## src/rtl/uart_rx.sv

```systemverilog
// uart_rx: 7-data-bit, even-parity UART receiver with mid-bit sampling
// and held parity/framing status.
module uart_rx #(
  parameter int CLKS_PER_BIT = 521,
  parameter int HALF_BIT     = CLKS_PER_BIT / 2
) (
  input  logic       clk,
  input  logic       rst,
  input  logic       rx_in,
  output logic [6:0] dataout_rx,
  output logic       data_valid_rx,
  output logic       parity_received,
  output logic       parity_error_rx,
  output logic       framing_error_rx,
  output logic       busy_rx
);
  localparam int CW = $clog2(CLKS_PER_BIT);
  localparam logic [CW-1:0] HALF_END = CW'(HALF_BIT - 1);
  localparam logic [CW-1:0] BIT_END  = CW'(CLKS_PER_BIT - 1);
  typedef enum logic [2:0] {IDLE, START, DATA, PARITY, STOP, BREAK} state_t;
  state_t        state_q, state_d;
  logic          sync_q, rx_s_q;
  logic [CW-1:0] cnt_q, cnt_d;
  logic [2:0]    idx_q, idx_d;
  logic [6:0]    shift_q, shift_d, dout_q, dout_d;
  logic          par_q, par_d, prx_q, prx_d, perr_q, perr_d, ferr_q, ferr_d, valid_q, valid_d;
  always_ff @(posedge clk or posedge rst) begin
    if (rst) begin
      sync_q  <= 1'b1;
      rx_s_q  <= 1'b1;
      state_q <= IDLE;
      cnt_q   <= '0;
      idx_q   <= '0;
      shift_q <= '0;
      par_q   <= 1'b0;
      dout_q  <= '0;
      prx_q   <= 1'b0;
      perr_q  <= 1'b0;
      ferr_q  <= 1'b0;
      valid_q <= 1'b0;
    end else begin
      sync_q  <= rx_in;
      rx_s_q  <= sync_q;
      state_q <= state_d;
      cnt_q   <= cnt_d;
      idx_q   <= idx_d;
      shift_q <= shift_d;
      par_q   <= par_d;
      dout_q  <= dout_d;
      prx_q   <= prx_d;
      perr_q  <= perr_d;
      ferr_q  <= ferr_d;
      valid_q <= valid_d;
    end
  end
  always_comb begin
    state_d = state_q;
    cnt_d   = cnt_q + 1'b1;
    idx_d   = idx_q;
    shift_d = shift_q;
    par_d   = par_q;
    dout_d  = dout_q;
    prx_d   = prx_q;
    perr_d  = perr_q;
    ferr_d  = ferr_q;
    valid_d = 1'b0;
    case (state_q)
      IDLE: begin
        cnt_d   = '0;
        state_d = rx_s_q ? IDLE : START;
      end
      START: if (cnt_q == HALF_END) begin
        cnt_d   = '0;
        idx_d   = '0;
        state_d = rx_s_q ? IDLE : DATA;
      end
      DATA: if (cnt_q == BIT_END) begin
        cnt_d          = '0;
        shift_d[idx_q] = rx_s_q;
        idx_d          = idx_q + 3'd1;
        state_d        = (idx_q == 3'd6) ? PARITY : DATA;
      end
      PARITY: if (cnt_q == BIT_END) begin
        cnt_d   = '0;
        par_d   = rx_s_q;
        state_d = STOP;
      end
      STOP: if (cnt_q == BIT_END) begin
        cnt_d   = '0;
        dout_d  = shift_q;
        prx_d   = par_q;
        perr_d  = (^shift_q) ^ par_q;
        ferr_d  = ~rx_s_q;
        valid_d = 1'b1;
        // Returning at mid-stop leaves half a bit to catch a back-to-back start edge.
        state_d = rx_s_q ? IDLE : BREAK;
      end
      BREAK: begin
        cnt_d   = '0;
        state_d = rx_s_q ? IDLE : BREAK;
      end
      default: state_d = IDLE;
    endcase
  end
  assign dataout_rx       = dout_q;
  assign data_valid_rx    = valid_q;
  assign parity_received  = prx_q;
  assign parity_error_rx  = perr_q;
  assign framing_error_rx = ferr_q;
  assign busy_rx          = (state_q != IDLE);
endmodule
```

## config.mk

```make
export PLATFORM = sky130hd
export DESIGN_NAME = uart_rx
export DESIGN_NICKNAME = d
export VERILOG_FILES = /design/src/rtl/uart_rx.sv
export SDC_FILE = /design/constraint.sdc
export NUM_CORES = 1
export LEC_CHECK = 0
export CORE_MARGIN = 5
export CORE_UTILIZATION = 55
export DETAILED_ROUTE_END_ITERATION = 6
export PLACE_DENSITY = 0.81
export SETUP_SLACK_MARGIN = 0.3
export SLEW_MARGIN = 30
export SYNTH_ARGS = -nofsm -noshare
export SYNTH_HDL_FRONTEND = slang
export SYNTH_SLANG_ARGS = --single-unit
```

## constraint.sdc

```tcl
create_clock -name clk -period 2.64 [get_ports clk]
set_clock_uncertainty 0.1 [all_clocks]
set_input_delay 0.528 -clock clk [delete_from_list [all_inputs] [get_ports clk]]
set_output_delay 0.528 -clock clk [all_outputs]
set_load 0.03 [all_outputs]
```

Word level (Yosys, flattened, before mapping)
Index checks and enable logic that the tools add are counted.
{"block": "classes", "n_bitwise": 2, "order_cmp": 2, "div": 0, "eq_ne": 12, "addsub": 2, "n_mul": 0, "shifts": 0, "n_reduce_logical": 12, "muxes": 20}
{"cell": "case mux 10 bit (3 select lines)", "n": 1}
{"cell": "two-way mux 3 bit", "n": 7}
{"cell": "two-way mux 10 bit", "n": 2}
{"cell": "case mux 3 bit (6 select lines)", "n": 1}
{"cell": "adder 10 x 1 -> 10 bit, second input constant", "n": 1}
{"cell": "equality test 10 bit, second input constant", "n": 1}
{"cell": "equality test 10 x 9 -> 1 bit, second input constant", "n": 1}
{"cell": "equality test 3 bit, second input constant", "n": 3}
{"cell": "inequality test 2 bit, second input constant", "n": 4}
{"cell": "bitwise mux 7 bit", "n": 1}
{"cell": "XOR reduction 7 bit", "n": 1}
{"cell": "equality test 3 x 2 -> 1 bit, second input constant", "n": 2}
{"cell": "case mux 3 bit (2 select lines)", "n": 1}
{"cell": "AND reduction 2 bit", "n": 3}
{"cell": "two-way mux 1 bit", "n": 5}
{"cell": "< comparator 3 x 4 -> 1 bit, second input constant", "n": 1}
{"cell": "AND reduction 4 bit", "n": 1}
{"cell": "adder 3 x 1 -> 3 bit, second input constant", "n": 1}
{"cell": "demux 1 bit (select 3 bit)", "n": 1}
{"cell": "equality test 3 x 1 -> 1 bit, second input constant", "n": 1}
{"cell": ">= comparator 3 x 1 -> 1 bit, second input constant", "n": 1}
{"cell": "logical NOT 3 bit", "n": 1}
{"cell": "AND reduction 3 bit", "n": 1}
{"cell": "nonzero test 3 bit", "n": 1}
{"cell": "7 further kinds", "n": 7}
{"block": "word_totals", "mem_count": 0, "rom_bits": 0, "latchBits": 0, "reg_bits": 37, "ram_bits": 0, "out_inout_bits": 12, "in_bits": 3, "word_cells": 62}

Logic depth before layout (Yosys ltp)
Gate-level depths: netlist (run 1).
{"block": "logic_depth", "ltp_word": 5, "depth_mapped": 7, "ltp_nobuf": 6}

Worst setup path before layout (run 1)
OpenSTA, ideal clock, no wires.
{"block": "synth_path", "kind": "reg2reg", "startpoint": "register cnt_q[5]", "endpoint": "register dout_q[0], in the netlist dataout_rx[0]", "synth_period_minus_slack_ns": 2.130, "stages_incl_launch_ff": 6, "t_arrival_ns": 1.905, "setup_slack_ns": 0.510, "path_buffers": 2, "required_time_ns": 2.415, "setup_time_ns": 0.125, "path_cell_list": "dfrtp_1 > or4_4 > buf_6 > nor4_4 > buf_6 > mux2_4"}
{"block": "synth_via", "elab_chain_cells": 2}
{"element": "from (decl)", "line": "23", "rtl": "logic [CW-1:0] cnt_q, cnt_d;"}
{"element": "from (signal assigned)", "line": "45", "rtl": "cnt_q <= cnt_d;"}
{"element": "equality test 10 bit", "line": "88", "rtl": "STOP: if (cnt_q == BIT_END) begin"}
{"element": "AND reduction 2 bit (no source line)"}
{"element": "to (signal assigned)", "line": "49", "rtl": "dout_q <= dout_d;"}
{"element": "to (decl)", "line": "25", "rtl": "logic [6:0] shift_q, shift_d, dout_q, dout_d;"}
No other way between the ends.
A chain may end at the register's enable or synchronous reset.

Worst setup path in the final report (run 1)
{"block": "layout_path", "startpoint": "register state_q[2]", "endpoint": "output port busy_rx"}
{"block": "layout_via", "elab_chain_cells": 1}
{"element": "from (decl)", "line": "21", "rtl": "state_t state_q, state_d;"}
{"element": "from (signal assigned)", "line": "44", "rtl": "state_q <= state_d;"}
{"element": "nonzero test 3 bit", "line": "110", "rtl": "assign busy_rx = (state_q != IDLE);"}
{"element": "to (decl)", "line": "15", "rtl": "output logic busy_rx"}
No other way between the ends.

==> results of run 1 <==
per-stage QoR:
stage,util [%],total power [mW],std cells,setup slack (ps)
CTS,64.4,1.01,229,393
detailed placement,61.8,0.600,221,447
global placement,61.8,0.599,221,509
floorplan,-,0.597,165,510
finish,64.4,0.998,229,401
global route,64.4,1.03,229,286
layer usage:
layer / wire [um] / share of wire, % / track usage, %
met2: 1690 / 50 / 25.0
met4: 76 / 2.2 / 7.16
met3: 104 / 3.1 / 3.91
met5: 0 / 0 / 0
met1: 1520 / 45 / 19.8
power groups by stage:
stage	sequential, mW	combinational [mW]	clock [mW]
2_1_floorplan	0.581	0.0161	0
3_3_place_gp	0.583	0.0159	0
3_5_place_dp	0.583	0.0163	0
4_1_cts	0.572	0.0164	0.423
5_1_grt	0.573	0.0187	0.443
6_report	0.572	0.0152	0.411
final timing paths:
check,startpoint,endpoint,slack (ps),cells after the start
min in group asynchronous,rst,dataout_rx[3]$_DFFE_PP0P_,470,3
hold / removal,sync_q$_DFF_PP1_,rx_s_q$_DFF_PP1_,260,0
setup / recovery,state_q[2]$_DFFE_PP0P_,busy_rx,400,2
hold reg to reg,sync_q$_DFF_PP1_,rx_s_q$_DFF_PP1_,260,0
setup reg to reg,cnt_q[5]$_DFF_PP0_,dataout_rx[4]$_DFFE_PP0P_,440,4
max in group asynchronous,rst,sync_q$_DFF_PP1_,1610,3
cell usage in the layout, fill, tap and decap left out, types with 2 or more instances in the layout:
| cell type | netlist | routed |
|---|---|---|
| dfstp_2 | 2 | 2 |
| inv_1 | 7 | 7 |
| nor2b_1 | 3 | 3 |
| mux2_1 | 4 | 4 |
| nor2_1 | 10 | 10 |
| a21oi_1 | 12 | 12 |
| xnor2_1 | 13 | 13 |
| dfrtp_1 | 35 | 34 |
| nor4_4 | 2 | 2 |
| or3b_2 | 2 | 2 |
| clkdlybuf4s50_1 | 0 | 13 |
| xor2_1 | 2 | 2 |
| mux2_2 | 8 | 8 |
| mux2_4 | 5 | 5 |
| nand2_1 | 6 | 6 |
| buf_4 | 0 | 3 |
| ha_1 | 4 | 4 |
| and3_1 | 2 | 2 |
| nand3_1 | 6 | 6 |
| nor3_1 | 4 | 4 |
| nand4_1 | 4 | 4 |
| clkbuf_4 | 0 | 5 |
| nand2b_1 | 3 | 3 |
repair_timing:
item | 4_1_cts | 5_1_grt
hold buffers | 0 | 0
cloned | 0 | 0
endpoints found under the setup margin | 1 | 1
gates resized for setup | 2 | 0
registers in the layout (all words and copies together) (netlist names), 3 cells and up:
register    flops
idx_q           3
dataout_rx      7
cnt_q          10
state_q         3
shift_q         7
worst reg2reg max path, stage by stage (launching register included):
cell	delay, ps
dfrtp_1	430
or4_4	650
nor4_4	270
buf_4	270
mux2_2	370
cell type report:
| class | instances | share of cell area, % |
|---|---|---|
| Clock buffer | 6 | 2.35 |
| Multi-Input combinational cell | 114 | 42.1 |
| Inverter | 7 | 1.20 |
| Tap cell | 46 | 2.64 |
| Clock inverter | 2 | 1.72 |
| Sequential cell | 37 | 42.6 |
| Timing Repair Buffer | 17 | 7.40 |
cells by family after synthesis:
group / Yosys count / synth area share, %
simple gates: 50 / 16.4
fa+ha+maj: 4 / 2.56
buf+inv: 14 / 5.45
mux: 18 / 11.3
compound gates: 27 / 10.1
flops: 37 / 47.5
xor+xnor: 15 / 6.73
==> metrics.yaml, run 1 <==
status:
  status: "finished, final reports clean"
global_route:
  gr-total-overflow: 0
  antenna_found_initial: 0
  grt_use_total_pct: 15.6
  grt_max_degree: 38
  first_global_vias: 1269
  grt_first_pass_wirelength_um: 6070
critical_path:
  cp.required_ps: 2010
  cp_slowest_cell: "dfrtp_1"
  start_kind: "flip-flop"
  cp_max_fo: 14
  crit_arrival_ps: 1610
  end_kind: "output port"
  path_class: "reg -> out"
  worst-path-buf-inv: 1
  slowest_delay_ps: 550
  crit_chain: "or3_1 -> dlygate4sd2_1"
  crit_family: "flip-flops"
timing:
  setup_tns_ps: 0
  max_freq_mhz: 447
  max_slew_margin_pct: 52.9
  rsz0062_at_grt: "true"
  layout_min_cycle_time_ps: 2240
  hold_viol_final: 0
  finalMaxSlewViolations: 0
  fin_hold_ws_ps: 262
  min_period_over_period_pct: 84.8
  worstMarginPinSlew_ps: 705
  finalSetupViolCount: 0
detailed_routing:
  detail_route.first_pass.iterations: 4
  viasPerCell: 5.66
  drc: 0
  avgRoutedWirePerCell_um: 14.8
  vias: 1297
  finalWirelength_um: 3390
  antenna_left: 0
  drtIter0Drc: 43
clock_tree:
  htreeDepth: 2
  cts_tree: "yes"
  post_cts_buffers: 0
  cts.sinks: 37
  path_clk_slew_ps: 110
  clock_latency_ps: 340
  cts_root_buf: "clkbuf_4"
  clockBufferDepth: 2
  cts_buffers: 5
synthesis:
  mappedNetlistArea_sq_um: 1950
  synthFlopType: "dfrtp_1"
  synth.area.top_cells: "dfrtp_1, xnor2_1, mux2_2"
  synthArstFlopShare_pct: 100
  yosysTopAreaCell: "dfrtp_1"
  yosysTopAreaCellShare_pct: 44.8
  synth-edff-count: 0
  yosysMostFrequentCell: "dfrtp_1"
  synthDistinctLibCells: 48
  yosysWarningCount: 0
  syn_area_per_cell_sq_um: 11.8
  syn_inst: 165
  ys_seq_area_share_pct: 47.5
  synthTopCellsByCount: "dfrtp_1, xnor2_1, a21oi_1"
  synth-seq-cells: 37
  synth.net_count: 172
pwr:
  internal_power_mw: 0.799
  comb_power_share_pct: 1.5
  switching_power_mw: 0.200
  sequentialPowerShare_pct: 57.3
  leakage_nw: 0.903
  p_clk_share_pct: 41.1
  swShare_pct: 20.0
  p_per_area_nw_per_um2: 457
  ir_drop_mv: 0.461
cells_and_area:
  antenna_cells: 0
  multiInputGateArea_sq_um: 918
  seq_area_sq_um: 930
  synthToLayoutAreaGrowth_pct: 11.7
  layout.nets: 189
  fillers: 264
  drive_gt1_share_pct: 20.2
  finalInstanceArea_sq_um: 2180
floorplanning:
  core_area_sq_um: 3390
  ios: 15
  dieWidth_um: 69.6
  num_rows: 21
  die_y_um: 69.6
  initial_core_util_pct: 57.6
  dieArea_sq_um: 4840
job:
  max_cap_viol_count: 0
place:
  dp_hpwl_um: 2420
  post_dp_cell_area_sq_um: 2090
  io_buffers: 14
  place_congestion: 0.851
worst_hold_path:
  hp-class: "reg -> reg"
Power figures use the tool's default switching activity.
==> inputs of run 2 (changes only) <==
- clock period: 2.64 -> 2.1 ns (I/O delays scaled with it)
==> run 2 against run 1 <==
First-iteration DRC count rose by 58%. Combinational power up 30%. Sequential power rose by 26%. Register-to-register slack worse by 370 ps. Total power is 15% higher. Final cell count up 10%. Largest cell class is now multi-input combinational cells. Highest routed layer unchanged.
==> metrics.yaml, run 2 (synthesis results as in run 1) <==
place:
  dp_hpwl_um: 2710
  io_buffers: 14
  place_congestion: 0.930
  pre_cts_ws_ps: 57.2
detailed_routing:
  m1WireLength_um: 1610
  antenna_left: 0
  wl_met3_um: 145
  drc: 0
  drtIter0Drc: 68
  viasPerCell: 5.68
  finalWirelength_um: 4040
  met2_length_um: 2200
  avgRoutedWirePerCell_um: 16.0
  detail_route.first_pass.iterations: 4
  top_layer_used: "met4"
  vias: 1432
floorplanning:
  dieWidth_um: 69.6
  die_y_um: 69.6
  dieArea_sq_um: 4840
  core_area_sq_um: 3390
  initial_core_util_pct: 57.6
  ios: 15
  num_rows: 21
clock_tree:
  hold_buffers: 0
  htreeDepth: 2
  cts_tree: "yes"
  path_clk_slew_ps: 100
  clock_latency_ps: 350
  cts_root_buf: "clkbuf_4"
  cts_buffers: 5
  clockBufferDepth: 2
  cts.sinks: 37
cells_and_area:
  synthToLayoutAreaGrowth_pct: 25.8
  drive_gt1_share_pct: 36.4
  final_common_cell: "dfrtp_1"
  fillers: 221
  antenna_cells: 0
  seq_area_sq_um: 931
  multiInputGateArea_sq_um: 997
  layout.nets: 212
  largest_register_ff_count: 10
  layout_common_cells: "dfrtp_1, buf_4, xnor2_1, mux2_4, dlygate4sd2_1"
  largest_register: "cnt_q"
worst_hold_path:
  holdPathEnd: "rx_s_q$_DFF_PP1_"
  worstHoldStart: "sync_q$_DFF_PP1_"
  hp-class: "reg -> reg"
  hold_depth: 0
timing:
  setup_ws_ps: 71.0
  max_freq_mhz: 493
  worstMarginPinSlew_ps: 610
  finalSetupViolCount: 0
  rsz0062_at_grt: "true"
  hold_viol_final: 0
  max_slew_margin_pct: 59.3
  layout_min_cycle_time_ps: 2030
  min_period_over_period_pct: 96.6
  finalMaxSlewViolations: 0
global_route:
  grt_max_degree: 38
  gr-total-overflow: 0
  grt_use_total_pct: 17.2
  antenna_found_initial: 0
  grt_first_pass_wirelength_um: 6740
  first_global_vias: 1428
critical_path:
  start_kind: "flip-flop"
  worst-path-stages: 5
  worst-path-buf-inv: 2
  rr_startpoint: "cnt_q[6]$_DFF_PP0_"
  crit_chain: "or4_4 -> nor4_4 -> buf_4 -> buf_12 -> mux2_2"
  cp_max_fo: 7
  cp_slowest_cell: "or4_4"
  worst-r2r-cell-count: 5
  crit_arrival_ps: 2160
  crit_family: "simple AND/OR/NAND/NOR gates"
  cp.required_ps: 2230
  r2r-end: "dataout_rx[4]$_DFFE_PP0P_"
  slowest_delay_ps: 630
  end_kind: "flip-flop"
  timing.reg2reg.setup_slack_ps: 70
  path_class: "reg -> reg"
pwr:
  fin_total_pwr_mw: 1.14
  leakage_nw: 1.11
  p_per_area_nw_per_um2: 466
  ir_drop_mv: 0.410
status:
  status: "finished, final reports clean"
job:
  max_cap_viol_count: 0
==> run 2: cell types whose count changed in the layout (fill, tap and decap cells not counted), moves of 2 or more <==
cell,delta
a21oi_1,-3
nor2_4,+2
clkdlybuf4s50_1,-11
a21oi_2,+3
buf_6,+6
mux2_2,-4
mux2_1,-4
mux2_4,+8
nor2_1,-2
dlygate4sd2_1,+10
buf_4,+15
or3b_2,-2
or3b_4,+2
==> run 2: how the worst max path moves through the flow <==
stage,start,end
2_1_floorplan,cnt_q[6]$_DFF_PP0_,par_q$_DFFE_PP0P_
3_3_place_gp,state_q[0]$_DFFE_PP0P_,shift_q[6]$_DFFE_PP0P_
3_5_place_dp,state_q[0]$_DFFE_PP0P_,shift_q[6]$_DFFE_PP0P_
4_1_cts,state_q[0]$_DFFE_PP0P_,shift_q[6]$_DFFE_PP0P_
5_1_grt,cnt_q[6]$_DFF_PP0_,idx_q[1]$_DFFE_PP0P_
6_report,cnt_q[6]$_DFF_PP0_,dataout_rx[4]$_DFFE_PP0P_
==> run 2: report_power, final <==
group / total [mW] / internal [mW] / switching, mW
clock network: 0.405 / 0.163 / 0.242
logic: 0.0197 / 0.00572 / 0.0139
registers: 0.720 / 0.716 / 0.00458
total: 1.14 / 0.885 / 0.260
==> run 2: final cells by class <==
type	instances	share of cell area [%]
Multi-Input combinational cell	114	40.6
Clock buffer	6	2.09
Sequential cell	37	37.9
Inverter	7	1.07
Clock inverter	2	0.560
Timing Repair Buffer	40	15.4
Tap cell	46	2.34
==> run 2: stage by stage <==
step,std cells,area [sq um],utilization [%],setup TNS (ps),hold slack (ps)
after floorplan,165,1960,-,0,245
after global placement,230,2180,64.2,0,246
after detailed placement,230,2180,64.2,0,249
after CTS,244,2290,67.6,0,264
after global routing,252,2460,72.5,-2.82,265
final,252,2460,72.5,0,262
==> run 2: timing repair <==
action,CTS,global route
pin swaps,3,3
gates resized for setup,20,30
gates cloned,0,1
endpoints found under the setup margin,45,35
setup buffers,6,7
==> run 2: per-layer routing <==
layer | global-route usage (%) | up-vias
met5 | 0 | -
met4 | 5.42 | 0
met3 | 4.20 | 11
met2 | 31.7 | 42
met1 | 19.3 | 697
li1 | - | 682
==> inputs of run 3 (changes only) <==
- PLACE_DENSITY: 0.81 -> 0.88
==> run 3 against run 2 <==
Clock power is 29% higher. Cell area rose by 3.6%. Flip-flop and latch count unchanged. Worst setup slack improved by 32 ps. Clock-buffer cell count is the same. Largest power group unchanged. Highest routed layer unchanged.
==> metrics.yaml, run 3 (synthesis results as in run 1) <==
status:
  status: "finished, final reports clean"
clock_tree:
  path_clk_slew_ps: 120
  clock_latency_ps: 350
  cts_buffers: 5
  cts_tree: "yes"
  cts_root_buf: "clkbuf_4"
  clockBufferDepth: 2
  hold_buffers: 0
  cts.sinks: 37
  htreeDepth: 2
timing:
  min_period_over_period_pct: 95.1
  max_slew_margin_pct: 53.2
  worstMarginPinSlew_ps: 702
  max_freq_mhz: 501
  setup_tns_ps: 0
  layout_min_cycle_time_ps: 2000
  finalSetupViolCount: 0
  hold_viol_final: 0
  finalMaxSlewViolations: 0
  setup_ws_ps: 103
  rsz0062_at_grt: "true"
global_route:
  antenna_found_initial: 0
  grt_max_degree: 38
  grt_use_total_pct: 17.8
  gr-total-overflow: 0
  first_global_vias: 1430
  grt_first_pass_wirelength_um: 6790
cells_and_area:
  layout_common_cells: "dfrtp_1, xnor2_1, buf_4, dlygate4sd2_1"
  finalInstanceArea_sq_um: 2540
  synthToLayoutAreaGrowth_pct: 30.3
  layout.nets: 210
  largest_register: "cnt_q"
  fin_util_pct: 75.1
  antenna_cells: 0
  drive_gt1_share_pct: 38.2
  final_common_cell: "dfrtp_1"
  largest_register_ff_count: 10
floorplanning:
  initial_core_util_pct: 57.6
  dieWidth_um: 69.6
  core_area_sq_um: 3390
  dieArea_sq_um: 4840
  num_rows: 21
  ios: 15
  die_y_um: 69.6
pwr:
  internal_power_mw: 1.00
  sequentialPowerShare_pct: 57.1
  fin_total_pwr_mw: 1.26
  comb_power_share_pct: 1.6
  ir_drop_mv: 0.561
  switching_power_mw: 0.258
  p_per_area_nw_per_um2: 496
  swShare_pct: 20.4
  leakage_nw: 1.10
  p_clk_share_pct: 41.3
critical_path:
  crit_arrival_ps: 2150
  path_class: "reg -> reg"
  cp_max_fo: 5
  end_kind: "flip-flop"
  cp_slowest_cell: "or4_4"
  start_kind: "flip-flop"
  cp.required_ps: 2250
  crit_chain: "or4_4 -> nor3_4 -> buf_6 -> nand4_1 -> mux2_2"
  slowest_delay_ps: 620
worst_hold_path:
  hp-class: "reg -> reg"
place:
  pre_cts_ws_ps: 90.2
  post_dp_cell_area_sq_um: 2180
  io_buffers: 14
  place_congestion: 0.884
  dp_hpwl_um: 2620
detailed_routing:
  antenna_left: 0
  drc: 0
  detail_route.first_pass.iterations: 4
  avgRoutedWirePerCell_um: 16.8
  finalWirelength_um: 4210
  drtIter0Drc: 57
  viasPerCell: 5.76
  vias: 1440
job:
  max_cap_viol_count: 0
==> run 3: worst paths after layout <==
kind / start / endpoint / slack, ps / depth (start not counted)
setup reg to reg: cnt_q[6]$_DFF_PP0_ / shift_q[1]$_DFFE_PP0P_ / 100 / 5
hold reg to reg: sync_q$_DFF_PP1_ / rx_s_q$_DFF_PP1_ / 260 / 0
setup / recovery: cnt_q[6]$_DFF_PP0_ / shift_q[1]$_DFFE_PP0P_ / 100 / 5
hold / removal: sync_q$_DFF_PP1_ / rx_s_q$_DFF_PP1_ / 260 / 0
min in group asynchronous: rst / dataout_rx[5]$_DFFE_PP0P_ / 360 / 3
max in group asynchronous: rst / rx_s_q$_DFF_PP1_ / 1180 / 3
==> run 3: per-stage QoR <==
stage	std cells	hold slack, ps
after floorplan	165	245
after global placement	230	246
after detailed placement	230	250
after CTS	248	265
after global routing	250	268
final	250	263
==> run 3: power groups by stage <==
| stage | Clock (mW) | Combinational (mW) | Sequential (mW) |
|---|---|---|---|
| global placement | 0 | 0.0202 | 0.733 |
| finish | 0.521 | 0.0204 | 0.720 |
| CTS | 0.537 | 0.0209 | 0.720 |
| floorplan | 0 | 0.0203 | 0.730 |
| global route | 0.573 | 0.0241 | 0.721 |
| detailed placement | 0 | 0.0206 | 0.733 |
==> run 3: layout make-up <==
cell class / count / area (sq um)
fillers: 206 / 845
repair buffers: 38 / 388
multi-input cells: 114 / 1060
clock buffers: 6 / 51.3
clock inverters: 2 / 37.5
flip-flops and latches: 37 / 928
inverters: 7 / 26.3
well taps: 46 / 57.6
==> run 3: what timing repair did <==
item,4_1_cts,5_1_grt
gates cloned,2,1
endpoints found under the setup margin,43,35
resized for setup,37,25
endpoints found under the hold margin,0,0
buffers inserted,8,1
pin swaps,5,3
==> run 3: per-layer routing <==
metal	wire, um	share of wire, %	vias up	GRT usage, %
li1	-	-	665	-
met1	1630	39	735	20.2
met2	2360	56	29	31.5
met3	144	3.4	11	5.22
met4	69	1.6	0	6.51
met5	0	0	-	0
==> run 3: worst max-delay path, delay by kind of cell (launching register included) <==
| family | cells | cell delay (ps) |
|---|---|---|
| buffers and inverters | 1 | 140 |
| and+or+nand+nor | 3 | 960 |
| muxes | 1 | 310 |
| DFF | 1 | 390 |
